**src/rtl/micro_seq_pkg.sv**
```systemverilog
// -----------------------------------------------------------------------------
// micro_seq_pkg
// Shared definitions for the microprogram sequencer:
//   OP_W      : width of the sequencing op field
//   op_e      : op encoding (NEXT, JUMP, JCOND, CALL, RET, HOLD, LDCNT, DJNZ)
//   sp_width  : stack-pointer width able to count 0..depth
// -----------------------------------------------------------------------------
package micro_seq_pkg;

    localparam int OP_W = 3;

    typedef enum logic [OP_W-1:0] {
        OP_NEXT  = 3'b000,
        OP_JUMP  = 3'b001,
        OP_JCOND = 3'b010,
        OP_CALL  = 3'b011,
        OP_RET   = 3'b100,
        OP_HOLD  = 3'b101,
        OP_LDCNT = 3'b110,
        OP_DJNZ  = 3'b111
    } op_e;

    // The pointer must represent "depth" itself (stack full), hence depth+1.
    function automatic int sp_width(input int depth);
        return $clog2(depth + 1);
    endfunction

endpackage

```
**src/rtl/micro_stack.sv**
```systemverilog
// -----------------------------------------------------------------------------
// micro_stack
// Return-address LIFO for the microprogram sequencer.
// Ports:
//   clk, rst  : clock (rising edge), asynchronous active-high reset
//   push, pop : push din / pop top; push-when-full and pop-when-empty ignored
//   din       : value to push
//   top       : current top-of-stack entry (valid when !empty)
//   full      : registered, stack holds STACK_DEPTH entries
//   empty     : registered, stack holds no entries
// Reset clears the pointer only; entry contents are simply abandoned.
// -----------------------------------------------------------------------------
module micro_stack
    import micro_seq_pkg::*;
#(
    parameter int ADDR_W      = 8,
    parameter int STACK_DEPTH = 4
) (
    input  logic              clk,
    input  logic              rst,
    input  logic              push,
    input  logic              pop,
    input  logic [ADDR_W-1:0] din,
    output logic [ADDR_W-1:0] top,
    output logic              full,
    output logic              empty
);

    localparam int SP_W  = sp_width(STACK_DEPTH);
    localparam int IDX_W = (STACK_DEPTH > 1) ? $clog2(STACK_DEPTH) : 1;

    logic [ADDR_W-1:0] mem [0:(2**IDX_W)-1];
    logic [SP_W-1:0]   sp;
    logic [SP_W-1:0]   sp_next;
    logic [IDX_W-1:0]  wr_idx;
    logic [IDX_W-1:0]  rd_idx;
    logic              do_push;
    logic              do_pop;

    assign do_push = push && !full;
    assign do_pop  = pop && !empty;
    assign wr_idx  = IDX_W'(sp);
    assign rd_idx  = IDX_W'(sp - SP_W'(1));
    assign top     = mem[rd_idx];

    always_comb begin
        sp_next = sp;
        if (do_push) begin
            sp_next = sp + SP_W'(1);
        end else if (do_pop) begin
            sp_next = sp - SP_W'(1);
        end
    end

    // Flags are registered from the next pointer so they move with it.
    always_ff @(posedge clk or posedge rst) begin
        if (rst) begin
            sp    <= '0;
            full  <= 1'b0;
            empty <= 1'b1;
        end else begin
            sp    <= sp_next;
            full  <= (sp_next == SP_W'(STACK_DEPTH));
            empty <= (sp_next == '0);
        end
    end

    always_ff @(posedge clk) begin
        if (do_push) begin
            mem[wr_idx] <= din;
        end
    end

endmodule

```
**src/rtl/micro_sequencer.sv**
```systemverilog
// -----------------------------------------------------------------------------
// micro_sequencer
// Generates the control-store micro-address (upc) from the op/target fields of
// the microinstruction register. Supports NEXT, JUMP, conditional jump,
// CALL/RET through a return stack, HOLD and, optionally, a loop counter.
// Ports:
//   clk, rst     : clock (rising edge), asynchronous active-high reset
//   en           : advance strobe; 0 freezes all state (clr_err still acts)
//   op, cond     : sequencing op and branch condition
//   target       : jump/call target, also loop-count load value
//   clr_err      : clears the sticky ovf/unf flags
//   upc          : registered micro-address
//   stack_full   : return stack holds STACK_DEPTH entries
//   stack_empty  : return stack holds no entries
//   ovf          : sticky, CALL attempted while stack full
//   unf          : sticky, RET attempted while stack empty
// Configuration macro: MSEQ_LOOP_EN adds the loop counter used by LDCNT/DJNZ;
// without it those ops behave as NEXT.
// -----------------------------------------------------------------------------
module micro_sequencer
    import micro_seq_pkg::*;
#(
    parameter int ADDR_W      = 8,
    parameter int STACK_DEPTH = 4,
    parameter int CNT_W       = 8
) (
    input  logic              clk,
    input  logic              rst,
    input  logic              en,
    input  logic [OP_W-1:0]   op,
    input  logic              cond,
    input  logic [ADDR_W-1:0] target,
    input  logic              clr_err,
    output logic [ADDR_W-1:0] upc,
    output logic              stack_full,
    output logic              stack_empty,
    output logic              ovf,
    output logic              unf
);

    if (STACK_DEPTH < 1 || CNT_W < 1) begin : g_bad_param
        $error("micro_sequencer: STACK_DEPTH and CNT_W must be >= 1");
    end

    logic [ADDR_W-1:0] upc_inc;
    logic [ADDR_W-1:0] upc_next;
    logic [ADDR_W-1:0] stack_top;
    logic              push;
    logic              pop;
    logic              ovf_set;
    logic              unf_set;

`ifdef MSEQ_LOOP_EN
    logic [CNT_W-1:0]  cnt;
    logic [CNT_W-1:0]  cnt_next;
`endif

    // Wraps modulo 2^ADDR_W; the pushed return address uses the same value.
    assign upc_inc = upc + ADDR_W'(1);

    micro_stack #(
        .ADDR_W      (ADDR_W),
        .STACK_DEPTH (STACK_DEPTH)
    ) u_stack (
        .clk   (clk),
        .rst   (rst),
        .push  (push),
        .pop   (pop),
        .din   (upc_inc),
        .top   (stack_top),
        .full  (stack_full),
        .empty (stack_empty)
    );

    always_comb begin
        upc_next = upc;
        push     = 1'b0;
        pop      = 1'b0;
        ovf_set  = 1'b0;
        unf_set  = 1'b0;
`ifdef MSEQ_LOOP_EN
        cnt_next = cnt;
`endif
        if (en) begin
            case (op_e'(op))
                OP_NEXT:  upc_next = upc_inc;
                OP_JUMP:  upc_next = target;
                OP_JCOND: upc_next = cond ? target : upc_inc;
                OP_CALL: begin
                    // A call that cannot push is skipped, not taken.
                    if (stack_full) begin
                        upc_next = upc_inc;
                        ovf_set  = 1'b1;
                    end else begin
                        push     = 1'b1;
                        upc_next = target;
                    end
                end
                OP_RET: begin
                    if (stack_empty) begin
                        upc_next = upc_inc;
                        unf_set  = 1'b1;
                    end else begin
                        pop      = 1'b1;
                        upc_next = stack_top;
                    end
                end
                OP_HOLD:  upc_next = upc;
                OP_LDCNT: begin
                    upc_next = upc_inc;
`ifdef MSEQ_LOOP_EN
                    cnt_next = CNT_W'(target);
`endif
                end
                OP_DJNZ: begin
`ifdef MSEQ_LOOP_EN
                    if (cnt != '0) begin
                        cnt_next = cnt - CNT_W'(1);
                        upc_next = target;
                    end else begin
                        upc_next = upc_inc;
                    end
`else
                    upc_next = upc_inc;
`endif
                end
            endcase
        end
    end

    // A new error takes precedence over a simultaneous clear.
    always_ff @(posedge clk or posedge rst) begin
        if (rst) begin
            upc <= '0;
            ovf <= 1'b0;
            unf <= 1'b0;
        end else begin
            upc <= upc_next;
            if (ovf_set) begin
                ovf <= 1'b1;
            end else if (clr_err) begin
                ovf <= 1'b0;
            end
            if (unf_set) begin
                unf <= 1'b1;
            end else if (clr_err) begin
                unf <= 1'b0;
            end
        end
    end

`ifdef MSEQ_LOOP_EN
    always_ff @(posedge clk or posedge rst) begin
        if (rst) begin
            cnt <= '0;
        end else begin
            cnt <= cnt_next;
        end
    end
`endif

endmodule
```
**config.mk**
```make
export PLATFORM = sky130hd
export DESIGN_NAME = micro_sequencer
export DESIGN_NICKNAME = d
export VERILOG_FILES = /design/src/rtl/micro_seq_pkg.sv /design/src/rtl/micro_stack.sv /design/src/rtl/micro_sequencer.sv
export SDC_FILE = /design/constraint.sdc
export NUM_CORES = 1
export LEC_CHECK = 0
export ABC_AREA = 1
export CORE_MARGIN = 3
export CORE_UTILIZATION = 31
export DETAILED_ROUTE_END_ITERATION = 8
export SETUP_SLACK_MARGIN = 0.3
export SLEW_MARGIN = 20
export SYNTH_ARGS = -nofsm -noshare
export SYNTH_HDL_FRONTEND = slang
export SYNTH_SLANG_ARGS = --single-unit
```
**constraint.sdc**
```tcl
create_clock -name clk -period 2.1 [get_ports clk]
set_clock_uncertainty 0.15 [all_clocks]
set_input_delay 0.525 -clock clk [delete_from_list [all_inputs] [get_ports clk]]
set_output_delay 0.525 -clock clk [all_outputs]
set_load 0.1 [all_outputs]
```
==> reports/qor.yml <==
yosys:
  synth.most_common_cell: "nand2_1"
  ys_warn_count: 0
  syn-cell-area_mm2: 0.002444
  ys_types: 25
  netlist_top_cells_area: "edfxtp_1, nand2_1, dfrtp_1, nand3_1, nor2_1"
  ys_seq_elements: 47
  async_flop_share_pct: 31.91
  synth_common_cells: "nand2_1, nand3_1, edfxtp_1, nor2_1, inv_1"
  ys_seq_area_share_pct: 54.74
  synth_edf_count: 32
  synthesis.nets: 311
  synth_area_per_cell_um2: 8.426
  yosysTopAreaCell: "edfxtp_1"
  syn_inst: 290
  yosys.area.top_type_share_pct: 39.32
  synth_ff_type: "edfxtp_1"
timing:
  rsz0062_at_grt: "no"
  period_needed_ns: 1.761
  fin_ws_ns: 0.3387
  tns_ns: 0
  period_share_pct: 83.87
  setup_viol: 0
  max_clock_freq_mhz: 567.8
  hold_viol_final: 0
  max_slew.worst_pin.slew_ns: 0.3630
  slew_viol_final: 0
  maxSlewHeadroom_pct: 75.78
worst_setup_path:
  path_cells: "buf_12"
  worst_path_largest_cell_delay_ns: 0.60
  arrival_ns: 1.09
  crit_path_top_delay_cell: "dfstp_2"
  cp_max_fo: 4
  endpoint_kind: "primary output"
  worst-path-buf-inv: 1
  cp_top_family: "flip-flops"
  start_kind: "flop"
  worstPathRequired_ns: 1.42
  crit_type: "flop to primary output"
clocking:
  hold_buffers: 0
  clock_latency_ns: 0.30
  clock_sinks: 47
  clk_path_buf_depth: 2
  cts_buffers: 5
  cts_tree: "yes"
  cts-root-buf: "clkbuf_8"
  clk_pin_slew_ns: 0.08
  htree_levels: 2
hold_path:
  hp-class: "primary input to async pin"
grt:
  gr-total-overflow: 0
  grt_max_degree: 21
  grtUsageTotal_pct: 14.30
  antenna_found_initial: 0
  grt_pass1_vias: 2078
  grt_pass1_wl_um: 9991
route:
  wl_um: 5930
  ant_nets: 0
  vias: 2087
  drc: 0
  first_pass_iters: 4
  wire_per_inst_um: 13.24
  drt_iter0_drc: 153
  detail_route.vias_per_cell: 4.658
floorplan:
  die_y_um: 94.79
  die_area_mm2: 0.008984
  io_pins: 28
  dieWidth_um: 94.79
  floorplan.initialDensity_pct: 32.81
  rows: 31
  fp.coreArea_mm2: 0.007447
layout:
  layout.core_utilization_pct: 44.88
  nNetsFinal: 369
  area_growth_pct: 36.76
  fillers: 742
  drive_gt1_share_pct: 21.49
  multi_input_area_mm2: 0.001021
  diodes: 0
  final-seq-area_mm2: 0.001353
pwr:
  ir_drop_uv: 804.1
  p_per_area_mw_per_mm2: 1212
  p_sw_mw: 1.813
  intPower_mw: 2.237
  power.share.switching_pct: 44.77
  pwr-share-clk_pct: 13.2
  seqPwrFrac_pct: 33.8
  p_comb_share_pct: 53.0
  p_leak_nw: 1.472
run:
  drv_cap: 0
status:
  status: "finished clean"
placed_design:
  port_buffers: 27
  detailedPlace.worstSlack_ns: -0.1105
  place.gp.congestion: 0.8359
  place_hpwl_um: 4510
==> flip-flops by register name (all words and copies together), names as in the netlist <==
| register | count |
|---|---|
| ovf | 1 |
| u_stack.sp | 3 |
| upc | 8 |
| u_stack.full | 1 |
| u_stack.empty | 1 |
| unf | 1 |
| u_stack.mem | 32 |
==> stage by stage <==
stage	hold WS (ns)	power (mW)	instances	area, um2
after floorplan	0.2754	2.722	290	2497
after global placement	0.4197	3.394	437	3173
after detailed placement	0.4266	3.410	437	3173
after CTS	0.3732	3.956	445	3294
after global routing	0.4041	4.311	448	3342
final	0.3685	4.050	448	3342
==> power groups by stage <==
| stage | clock, mW | combinational (mW) | sequential, mW |
|---|---|---|---|
| final | 0.533 | 2.15 | 1.37 |
| after global routing | 0.581 | 2.34 | 1.39 |
| after CTS | 0.548 | 2.04 | 1.37 |
| after detailed placement | 0 | 2.02 | 1.39 |
| after global placement | 0 | 2.01 | 1.38 |
| after floorplan | 0 | 0.939 | 1.78 |
==> metal layers <==
metal	vias to the layer above	global-route usage [%]	share of wire (%)
li1	1067	-	-
met5	-	0	0
met1	972	18.05	45
met3	2	3.825	5.9
met2	46	24.25	49
met4	0	3.606	0.42
==> cells in the final DEF (no fill, tap or decap), types with 2 or more instances in the layout <==
master,count
nand2_1,98
nand3_1,32
edfxtp_1,32
nor2_1,30
inv_1,27
buf_4,25
buf_12,14
o21ai_0,12
clkdlybuf4s50_1,11
dfrtp_1,6
dfrtp_2,6
clkbuf_8,5
o22ai_1,4
ha_1,4
inv_2,3
nand4_1,3
nor2_2,3
nand3_2,3
dlygate4sd2_1,3
nand2_2,2
nor2_4,2
a21oi_1,2
dfrtp_4,2
==> logic make-up (layout without fill, tap and decap cells) <==
family | count (synthesis) | in the layout | share of synthesized area (%)
buffers and inverters | 36 | 95 | 5.837
flip-flops | 47 | 47 | 54.74
XOR/XNOR | 3 | 3 | 1.075
adder cells (fa/ha/maj) | 5 | 5 | 2.560
AO/OA/AOI/OAI | 23 | 23 | 5.633
AND/OR/NAND/NOR | 176 | 176 | 30.16
==> final timing paths <==
check / start / to / slack [ns] / cells past startpoint
worst max-delay path: u_stack.empty / stack_empty / 0.34 / 1
worst min-delay path: rst / ovf / 0.37 / 3
worst max register to register: upc[0] / upc[4] / 0.39 / 10
worst min register to register: ovf / ovf / 0.44 / 2
max in group asynchronous: rst / u_stack.empty / 1.18 / 3
min in group clk: ovf / ovf / 0.44 / 2
==> final cells by class <==
class,count,area share [%]
well taps,99,3.706
multi-input cells,207,30.55
clock inverters,3,0.5990
inverters,32,3.819
clock buffers,5,2.059
flip-flops and latches,47,40.47
repair buffers,55,18.79
==> repair_timing <==
item | CTS | global route
setup buffers | 0 | 3
endpoints found under the setup margin | 43 | 22
endpoints found under the hold margin | 0 | 0
pin swaps | 2 | 1
resized for setup | 12 | 3
Power figures use the tool's default switching activity.
